==> config.mk <==
export PLATFORM = sky130hd
export DESIGN_NAME = hwgen_hdr_builder_flat
export DESIGN_NICKNAME = d
export VERILOG_FILES = /design/src/rtl/hwgen_hdr_builder_pkg.sv /design/src/rtl/hwgen_hdr_builder_if.sv /design/src/rtl/hwgen_ns_to_cycles.sv /design/src/rtl/hwgen_hdr_builder.sv /design/src/flat_wrapper.sv
export SDC_FILE = /design/constraint.sdc
export NUM_CORES = 1
export LEC_CHECK = 0
export BUFFER_PORTS_ARGS = -buffer_cell sky130_fd_sc_hd__buf_2
export CAP_MARGIN = 0
export CORE_ASPECT_RATIO = 0.5
export CORE_UTILIZATION = 53
export CTS_BUF_LIST = sky130_fd_sc_hd__clkbuf_4
export CTS_CLUSTER_DIAMETER = 50
export DETAILED_ROUTE_END_ITERATION = 7
export PLACE_DENSITY = 0.73
export SYNTH_ARGS = -nofsm -noshare
export SYNTH_HDL_FRONTEND = slang
export SYNTH_SLANG_ARGS = --single-unit
export TNS_END_PERCENT = 50
==> constraint.sdc <==
create_clock -name clk -period 4.5 [get_ports clk]
set_input_delay 0.45 -clock clk [delete_from_list [all_inputs] [get_ports clk]]
set_output_delay 0.45 -clock clk [all_outputs]
set_load 0.01 [all_outputs]
==> src/rtl/hwgen_hdr_builder_pkg.sv <==
// Shared types and helpers for the hwgen header builder: input record header,
// logical hwgen header, output stream beat and the beat packing function.
package hwgen_hdr_builder_pkg;

    localparam logic [15:0] HWGEN_MAGIC_NUMBER_C  = 16'h6969;
    localparam int unsigned WIRE_OVERHEAD_BYTES_C = 20;
    localparam int unsigned NS_WIDTH_C            = 64;
    localparam int unsigned CYC_WIDTH_C           = 67;

    typedef struct packed {
        logic        valid;
        logic [63:0] ts;
        logic [31:0] incl_len;
        logic [31:0] orig_len;
    } genericrec_hdr_t;

    typedef struct packed {
        logic [31:0] ifg;
        logic [15:0] len;
        logic [15:0] magic;
    } hwgen_hdr_t;

    typedef struct packed {
        logic        tvalid;
        logic [63:0] tdata;
        logic [7:0]  tstrb;
        logic        tlast;
    } hwgen_axis_t;

    typedef enum logic [1:0] {
        TS_FIRST,
        TS_FORWARD,
        TS_BACKWARD
    } ts_class_e;

    function automatic logic [63:0] hwgen_pack(input logic [15:0] magic,
                                               input logic [15:0] len,
                                               input logic [31:0] ifg);
        hwgen_hdr_t h;
        h.magic = magic;
        h.len   = len;
        h.ifg   = ifg;
        return h;
    endfunction

endpackage

==> src/rtl/hwgen_hdr_builder_if.sv <==
// Header-in / hwgen-beat-out handshake bundle; the builder sits on the slave side.
interface hwgen_hdr_builder_if;
    import hwgen_hdr_builder_pkg::*;

    genericrec_hdr_t s_hdr;
    logic            s_hdr_ready;
    logic            m_axis_tvalid;
    logic            m_axis_tready;
    logic [63:0]     m_axis_tdata;
    logic [7:0]      m_axis_tstrb;
    logic            m_axis_tlast;

    modport slave (
        input  s_hdr,
        input  m_axis_tready,
        output s_hdr_ready,
        output m_axis_tvalid,
        output m_axis_tdata,
        output m_axis_tstrb,
        output m_axis_tlast
    );

    modport master (
        output s_hdr,
        output m_axis_tready,
        input  s_hdr_ready,
        input  m_axis_tvalid,
        input  m_axis_tdata,
        input  m_axis_tstrb,
        input  m_axis_tlast
    );

endinterface

==> src/rtl/hwgen_ns_to_cycles.sv <==
// Registered nanosecond-to-clock-cycle conversion: (ns * CYC_MUL) >> CYC_SHIFT, truncating.
module hwgen_ns_to_cycles
    import hwgen_hdr_builder_pkg::*;
#(
    parameter int unsigned CYC_MUL   = 5,
    parameter int unsigned CYC_SHIFT = 5
) (
    input  logic                   clk,
    input  logic                   rst,
    input  logic                   en,
    input  logic [NS_WIDTH_C-1:0]  ns,
    output logic [CYC_WIDTH_C-1:0] cycles
);

    logic [CYC_WIDTH_C-1:0] product;

    assign product = CYC_WIDTH_C'(ns) * CYC_WIDTH_C'(CYC_MUL);

    always_ff @(posedge clk) begin
        if (rst) begin
            cycles <= '0;
        end else if (en) begin
            cycles <= product >> CYC_SHIFT;
        end
    end

endmodule

==> src/rtl/hwgen_hdr_builder.sv <==
// Turns pcap record headers into one hwgen header beat each; the IFG is the timestamp
// delta in cycles minus the previous packet's wire time, clamped and saturated.
module hwgen_hdr_builder
    import hwgen_hdr_builder_pkg::*;
#(
    parameter int unsigned DATA_WIDTH      = 64,
    parameter int unsigned CYC_MUL         = 5,
    parameter int unsigned CYC_SHIFT       = 5,
    parameter int unsigned BYTES_PER_CYCLE = 8,
    parameter int unsigned OVERHEAD_BYTES  = WIRE_OVERHEAD_BYTES_C,
    parameter int unsigned MIN_IFG_CYCLES  = 0
) (
    input  logic                clk,
    input  logic                rst,
    hwgen_hdr_builder_if.slave  bus,
    output logic [31:0]         pkt_count,
    output logic [31:0]         ts_back_count,
    output logic                len_sat_err
);

    localparam logic signed [67:0] IFG_MAX_C = 68'sh0_FFFF_FFFF;

    genericrec_hdr_t hdr;
    logic            en;
    logic            unused_incl_len;

    logic            prev_valid;
    logic [63:0]     prev_ts;
    logic [31:0]     prev_orig_len;

    ts_class_e       ts_class;
    logic [32:0]     wire_prev;

    logic            s1_valid;
    logic            s1_first;
    logic [63:0]     s1_delta;
    logic [32:0]     s1_wire;
    logic [15:0]     s1_len;

    logic                   s2_valid;
    logic                   s2_first;
    logic [32:0]            s2_wire;
    logic [15:0]            s2_len;
    logic [CYC_WIDTH_C-1:0] s2_dcyc;

    logic signed [67:0] gap;
    logic signed [67:0] min_gap;
    logic [31:0]        ifg;
    hwgen_axis_t        beat;

    assign hdr             = bus.s_hdr;
    assign unused_incl_len = ^hdr.incl_len;
    assign en              = !s2_valid || bus.m_axis_tready;
    assign bus.s_hdr_ready = en;

    always_comb begin
        ts_class = TS_FORWARD;
        if (!prev_valid) begin
            ts_class = TS_FIRST;
        end else if (hdr.ts < prev_ts) begin
            ts_class = TS_BACKWARD;
        end
    end

    // ceil((len + overhead) / bytes_per_cycle) of the packet before this one
    assign wire_prev = (33'(prev_orig_len) + 33'(OVERHEAD_BYTES + BYTES_PER_CYCLE - 1))
                       / 33'(BYTES_PER_CYCLE);

    // S1: timestamp delta, previous wire time, length saturation, history update
    always_ff @(posedge clk) begin
        if (rst) begin
            s1_valid      <= 1'b0;
            s1_first      <= 1'b0;
            s1_delta      <= '0;
            s1_wire       <= '0;
            s1_len        <= '0;
            prev_valid    <= 1'b0;
            prev_ts       <= '0;
            prev_orig_len <= '0;
            ts_back_count <= '0;
            len_sat_err   <= 1'b0;
        end else if (en) begin
            s1_valid <= hdr.valid;
            if (hdr.valid) begin
                s1_first      <= (ts_class == TS_FIRST);
                s1_delta      <= (ts_class == TS_FORWARD) ? hdr.ts - prev_ts : '0;
                s1_wire       <= wire_prev;
                s1_len        <= (hdr.orig_len > 32'h0000_FFFF) ? 16'hFFFF : hdr.orig_len[15:0];
                prev_valid    <= 1'b1;
                prev_ts       <= hdr.ts;
                prev_orig_len <= hdr.orig_len;
                if (hdr.orig_len > 32'h0000_FFFF) begin
                    len_sat_err <= 1'b1;
                end
                if (ts_class == TS_BACKWARD && ts_back_count != '1) begin
                    ts_back_count <= ts_back_count + 32'd1;
                end
            end
        end
    end

    hwgen_ns_to_cycles #(
        .CYC_MUL   (CYC_MUL),
        .CYC_SHIFT (CYC_SHIFT)
    ) u_ns_to_cycles (
        .clk    (clk),
        .rst    (rst),
        .en     (en),
        .ns     (s1_delta),
        .cycles (s2_dcyc)
    );

    // S2: holds alongside the converted delta; doubles as the output register
    always_ff @(posedge clk) begin
        if (rst) begin
            s2_valid  <= 1'b0;
            s2_first  <= 1'b0;
            s2_wire   <= '0;
            s2_len    <= '0;
            pkt_count <= '0;
        end else begin
            if (en) begin
                s2_valid <= s1_valid;
                s2_first <= s1_first;
                s2_wire  <= s1_wire;
                s2_len   <= s1_len;
            end
            if (s2_valid && bus.m_axis_tready) begin
                pkt_count <= pkt_count + 32'd1;
            end
        end
    end

    assign min_gap = $signed(68'(MIN_IFG_CYCLES));

    always_comb begin
        gap = $signed({1'b0, s2_dcyc}) - $signed({35'd0, s2_wire});
        if (s2_first || gap < min_gap) begin
            ifg = 32'(MIN_IFG_CYCLES);
        end else if (gap > IFG_MAX_C) begin
            ifg = '1;
        end else begin
            ifg = gap[31:0];
        end
    end

    always_comb begin
        beat = '0;
        if (s2_valid) begin
            beat.tvalid = 1'b1;
            beat.tdata  = hwgen_pack(HWGEN_MAGIC_NUMBER_C, s2_len, ifg);
            beat.tstrb  = '1;
            beat.tlast  = 1'b1;
        end
    end

    assign bus.m_axis_tvalid = beat.tvalid;
    assign bus.m_axis_tdata  = beat.tdata[DATA_WIDTH-1:0];
    assign bus.m_axis_tstrb  = beat.tstrb;
    assign bus.m_axis_tlast  = beat.tlast;

endmodule
==> src/flat_wrapper.sv <==
// flat-port wrapper written by rule: the top's interface ports become plain ports
module hwgen_hdr_builder_flat import hwgen_hdr_builder_pkg::*;
#(
    parameter int unsigned DATA_WIDTH      = 64,
    parameter int unsigned CYC_MUL         = 5,
    parameter int unsigned CYC_SHIFT       = 5,
    parameter int unsigned BYTES_PER_CYCLE = 8,
    parameter int unsigned OVERHEAD_BYTES  = WIRE_OVERHEAD_BYTES_C,
    parameter int unsigned MIN_IFG_CYCLES  = 0
)
  (clk, rst, pkt_count, ts_back_count, len_sat_err, bus_s_hdr, bus_m_axis_tready, bus_s_hdr_ready, bus_m_axis_tvalid, bus_m_axis_tdata, bus_m_axis_tstrb, bus_m_axis_tlast);
  hwgen_hdr_builder_if bus_i ();
  input  logic clk;
  input  logic rst;
  output logic [31:0] pkt_count;
  output logic [31:0] ts_back_count;
  output logic len_sat_err;
  input wire logic [$bits(bus_i.s_hdr)-1:0] bus_s_hdr;
  input wire logic [$bits(bus_i.m_axis_tready)-1:0] bus_m_axis_tready;
  output wire logic [$bits(bus_i.s_hdr_ready)-1:0] bus_s_hdr_ready;
  output wire logic [$bits(bus_i.m_axis_tvalid)-1:0] bus_m_axis_tvalid;
  output wire logic [$bits(bus_i.m_axis_tdata)-1:0] bus_m_axis_tdata;
  output wire logic [$bits(bus_i.m_axis_tstrb)-1:0] bus_m_axis_tstrb;
  output wire logic [$bits(bus_i.m_axis_tlast)-1:0] bus_m_axis_tlast;
  assign bus_i.s_hdr = bus_s_hdr;
  assign bus_i.m_axis_tready = bus_m_axis_tready;
  assign bus_s_hdr_ready = bus_i.s_hdr_ready;
  assign bus_m_axis_tvalid = bus_i.m_axis_tvalid;
  assign bus_m_axis_tdata = bus_i.m_axis_tdata;
  assign bus_m_axis_tstrb = bus_i.m_axis_tstrb;
  assign bus_m_axis_tlast = bus_i.m_axis_tlast;
  hwgen_hdr_builder #(.DATA_WIDTH(DATA_WIDTH), .CYC_MUL(CYC_MUL), .CYC_SHIFT(CYC_SHIFT), .BYTES_PER_CYCLE(BYTES_PER_CYCLE), .OVERHEAD_BYTES(OVERHEAD_BYTES), .MIN_IFG_CYCLES(MIN_IFG_CYCLES)) u_core (.clk(clk), .rst(rst), .bus(bus_i), .pkt_count(pkt_count), .ts_back_count(ts_back_count), .len_sat_err(len_sat_err));
endmodule
==> summary.txt <==
Logic synthesis
  • Yosys top cell by area: dfxtp_1
  • Post-synthesis adder-cell area fraction: between 10 and 15%
  • Register area share after synthesis: ~31%
  • Count of different cell masters after synthesis: 85
  • Synth area leaders: dfxtp_1, ha_1, nand2_1
  • Post-synth EDFFs: 0
  • Synth Area in Compound Gates: around a quarter
  • YS warnings: 0
  • Post-Synthesis Cells: ~3300
  • Syn avg cell area: between 7 and 8 sq um
  • Ys async rst share: 0%
  • Post-synth top area share: between 30% and 40%
  • Synth Flop Type: dfxtp_1
  • Post-Synth Simple-Gate Area: 21.46%
  • Main combinational cell family by area after synthesis: compound AO/OA/AOI/OAI gates
  • Number of synthesized register bits: 384
  • Cell Area, Synth: roughly 0.025 sq mm
  • XOR/XNOR share of the synthesized area: approximately 7.4%
  • Mux contribution to synthesized area: less than 1%

STA
  • RSZ-0062 raised after global routing: yes
  • Final setup viols: 32
  • Final count of pins violating max slew: 0
  • Crit share post-route: 113.2%
  • Hold Vio Cnt, Final: 0
  • Worst setup margin: -0.5927 ns
  • Post-Route Skew: about 0.057 ns
  • Slew Limit Headroom: 32.51%
  • F_max: between 0.15 and 0.2 GHz
  • Slew @ Worst Pin: 1.011 ns
  • Total Negative Setup Slacks: -17.85 ns
  • Min cycle time layout: approximately 5.1 ns

Flow run
  • Max cap viols: 0

Final layout
  • Final #Nets: between 3000 and 4000
  • Final Cell Area: around 0.029 sq mm
  • Share of post-route cells with drive strength above 1: about 15%
  • Final core occ: 63.72%
  • Cell Count, Final, Fillers Out: around 4300
  • Area Growth Syn to Fin: 16.86%

Detailed routing
  • # DRC: 0
  • Vias per cell: around 5.7
  • Post-DRT Antenna Nets: 0
  • Starting DRT DRC Count: roughly 1900
  • First-pass DRT Iterations: 6
  • WL final: a little over 70000 um
  • Vias: roughly 24000
  • Post-detailed-route wirelength per cell: around 17 um

Clock network
  • CTS Root Cell: clkbuf_4
  • Sink Count: about 380
  • CTS tree: built
  • H-tree levels: 3
  • Clk buf depth: 3
  • Clock Latency Late Sink: 0.85 ns
  • Reg clk slew, reported paths: approximately 0.080 ns
  • Number of buffers created by CTS: 90

GRT
  • Initial antenna violation count: 2
  • First-pass GRT wire length: about 110000 um
  • GR Overflow Total: 0
  • GRT Total Usage: between 20 and 30%
  • Largest net degree at the start of global routing: 160
  • Vias in the first global route: between 20000 and 25000

Floorplan
  • Initial core utilization: between 50% and 60%
  • Die Ht: about 160 um
  • IO Pins: 272
  • Area of the die: 0.04814 sq mm
  • Die W: approximately 310 um
  • Core ar.: roughly 0.046 sq mm
  • Cell row count: 55

Hold path
  • Worst Hold Class: in2reg

Setup path
  • Critical-path cell list: ha_1 -> a21o_1 -> a31oi_1 -> a31oi_1 -> o31ai_2 -> a21oi_1 -> o21ai_1 -> a31oi_1 -> a2111oi_2 -> nand4_1 -> nor4_4 -> buf_6 -> buf_12 -> buf_16 -> a21oi_2 -> buf_2
  • Crit-path most repeated cell: a31oi_1
  • CP Capture Type: output port
  • Crit path required time: just over 4 ns
  • WP data arrival: ~4.6 ns
  • Crit path kind: reg2out
  • CP top delay family: compound AO/OA/AOI/OAI gates
  • Slowest cell on crit path: ha_1
  • Critical-path maximum fanout: 8
  • Buf+Inv Stages, Crit Path: 4
  • CP peak stage delay: between 0.4 and 0.5 ns
  • Critical Path Source Type: register
  • R2r setup slk: roughly 0.32 ns

Placement
  • Placement Setup Slack: -0.09476 ns
  • Placed Instances: ~4000
  • GP Congestion: 0.9640
  • Hpwl dp: a little over 50000 um
  • Dpl cell area: 0.02662 sq mm
  • Port buffer count: approximately 230

Pwr
  • Worst vdd ir: between 150 and 200 uV
  • Lkg Pwr: roughly 0.013 uW
  • Pwr/cell area: 321.1 mW/mm^2

Outcome
  • Violated checks: setup timing
  • Status: complete, but fails checks
flip-flops by register name (all words and copies together) (netlist names):
signal and cells:
u_core.len_sat_err 1, u_core.pkt_count 32, u_core.prev_orig_len 32, u_core.prev_ts 64
u_core.prev_valid 1, u_core.s1_delta 64, u_core.s1_first 1, u_core.s1_len 16
u_core.s1_valid 1, u_core.s1_wire 30, u_core.s2_first 1, u_core.s2_len 16
u_core.s2_valid 1, u_core.s2_wire 30, u_core.ts_back_count 32, u_core.u_ns_to_cycles.cycles 62
worst paths after layout:
path	cells past startpoint	endpoint	from
setup / recovery	16	bus_m_axis_tdata[56]	u_core.u_ns_to_cycles.cycles[14]$_SDFFE_PP0N_
hold / removal	2	u_core.u_ns_to_cycles.cycles[28]$_SDFFE_PP0N_	rst
setup reg to reg	13	u_core.u_ns_to_cycles.cycles[58]$_SDFFE_PP0N_	u_core.s1_delta[12]$_SDFFE_PP0P_
hold reg to reg	2	u_core.s2_len[9]$_SDFFE_PP0N_	u_core.s2_len[9]$_SDFFE_PP0N_
power by group:
group | internal, uW | switching (uW) | leakage (uW)
logic | 1110 | 1630 | 0.00898
clock network | 1490 | 1490 | 0.000687
registers | 3550 | 117 | 0.00314
worst register-to-register path, stage by stage, from the launching register on:
cell,delay [ns]
dfxtp_1,0.45
ha_1,0.29
ha_1,0.37
o21ai_0,0.16
a2111oi_0,0.62
o21ai_0,0.15
inv_1,0.08
a211o_1,0.21
a21oi_1,0.16
o31a_1,0.30
o31ai_1,0.39
a41oi_1,0.30
or4bb_1,0.54
nand3_1,0.08
layout make-up:
cell class	instances	area [sq um]
fill	4143	16650
clock buffer	128	960.9
inverter	155	581.8
antenna	2	5.005
timing repair buffer	392	2761
multi-input combinational	2539	16240
tap	627	784.5
clock inverter	31	211.5
sequential	384	7696
cell usage after synthesis, drive strengths merged (45+ instances only):
library cell	instances
a21o	69
a21oi	416
clkbuf	158
dfxtp	384
ha	218
inv	154
nand2	535
nand3	69
nor2	230
o21ai	125
or3	45
xnor2	107
xor2	104
per-layer routing:
metal	up-vias	GRT usage [%]	part of all wire (%)
met5	-	0	0
met4	0	8.982	2.5
met3	130	5.936	6.4
met2	707	42.65	42
met1	11421	41.00	49
li1	12141	-	-
layout by cell type, fill, tap and decap left out, drive strengths merged, types with 36 or more instances in the layout:
cell	instances
nand4	43
dfxtp	384
and3	37
a21oi	416
a22o	37
nor3	41
ha	218
clkbuf	128
buf	296
xnor2	107
a31oi	42
o21ai	125
and2	39
nand2	535
a21o	69
xor2	104
inv	157
a211oi	36
dlygate4sd3	96
nand3	69
a22oi	39
or3	45
nor2	230
cells by family (layout without fill, tap and decap cells):
kind of cell	after synthesis	count (layout)
DFF	384	384
other	1	10
adders and majority gates	220	220
and+or+nand+nor	1163	1163
xor gates and xnor gates	211	211
muxes	7	7
AOI/OAI and AO/OA	930	930
buffers and inverters	347	706
what timing repair did:
item                                    in CTS  in global routing
pin swaps                                   21                  7
setup buffers                                7                  6
endpoints found under the setup margin      32                 32
hold buffers                                96                  0
gates cloned                                 3                  0
endpoints found under the hold margin      113                  0
resized for setup                           42                 31
metrics by stage:
step	total power, uW	hold slack [ns]
2_1_floorplan	5489	0.4273
3_3_place_gp	6201	0.4344
3_5_place_dp	6207	0.4400
4_1_cts	9333	0.01973
5_1_grt	9907	0.06693
6_report	9391	0.08939
Note: power is estimated with default switching activity, not from simulation.
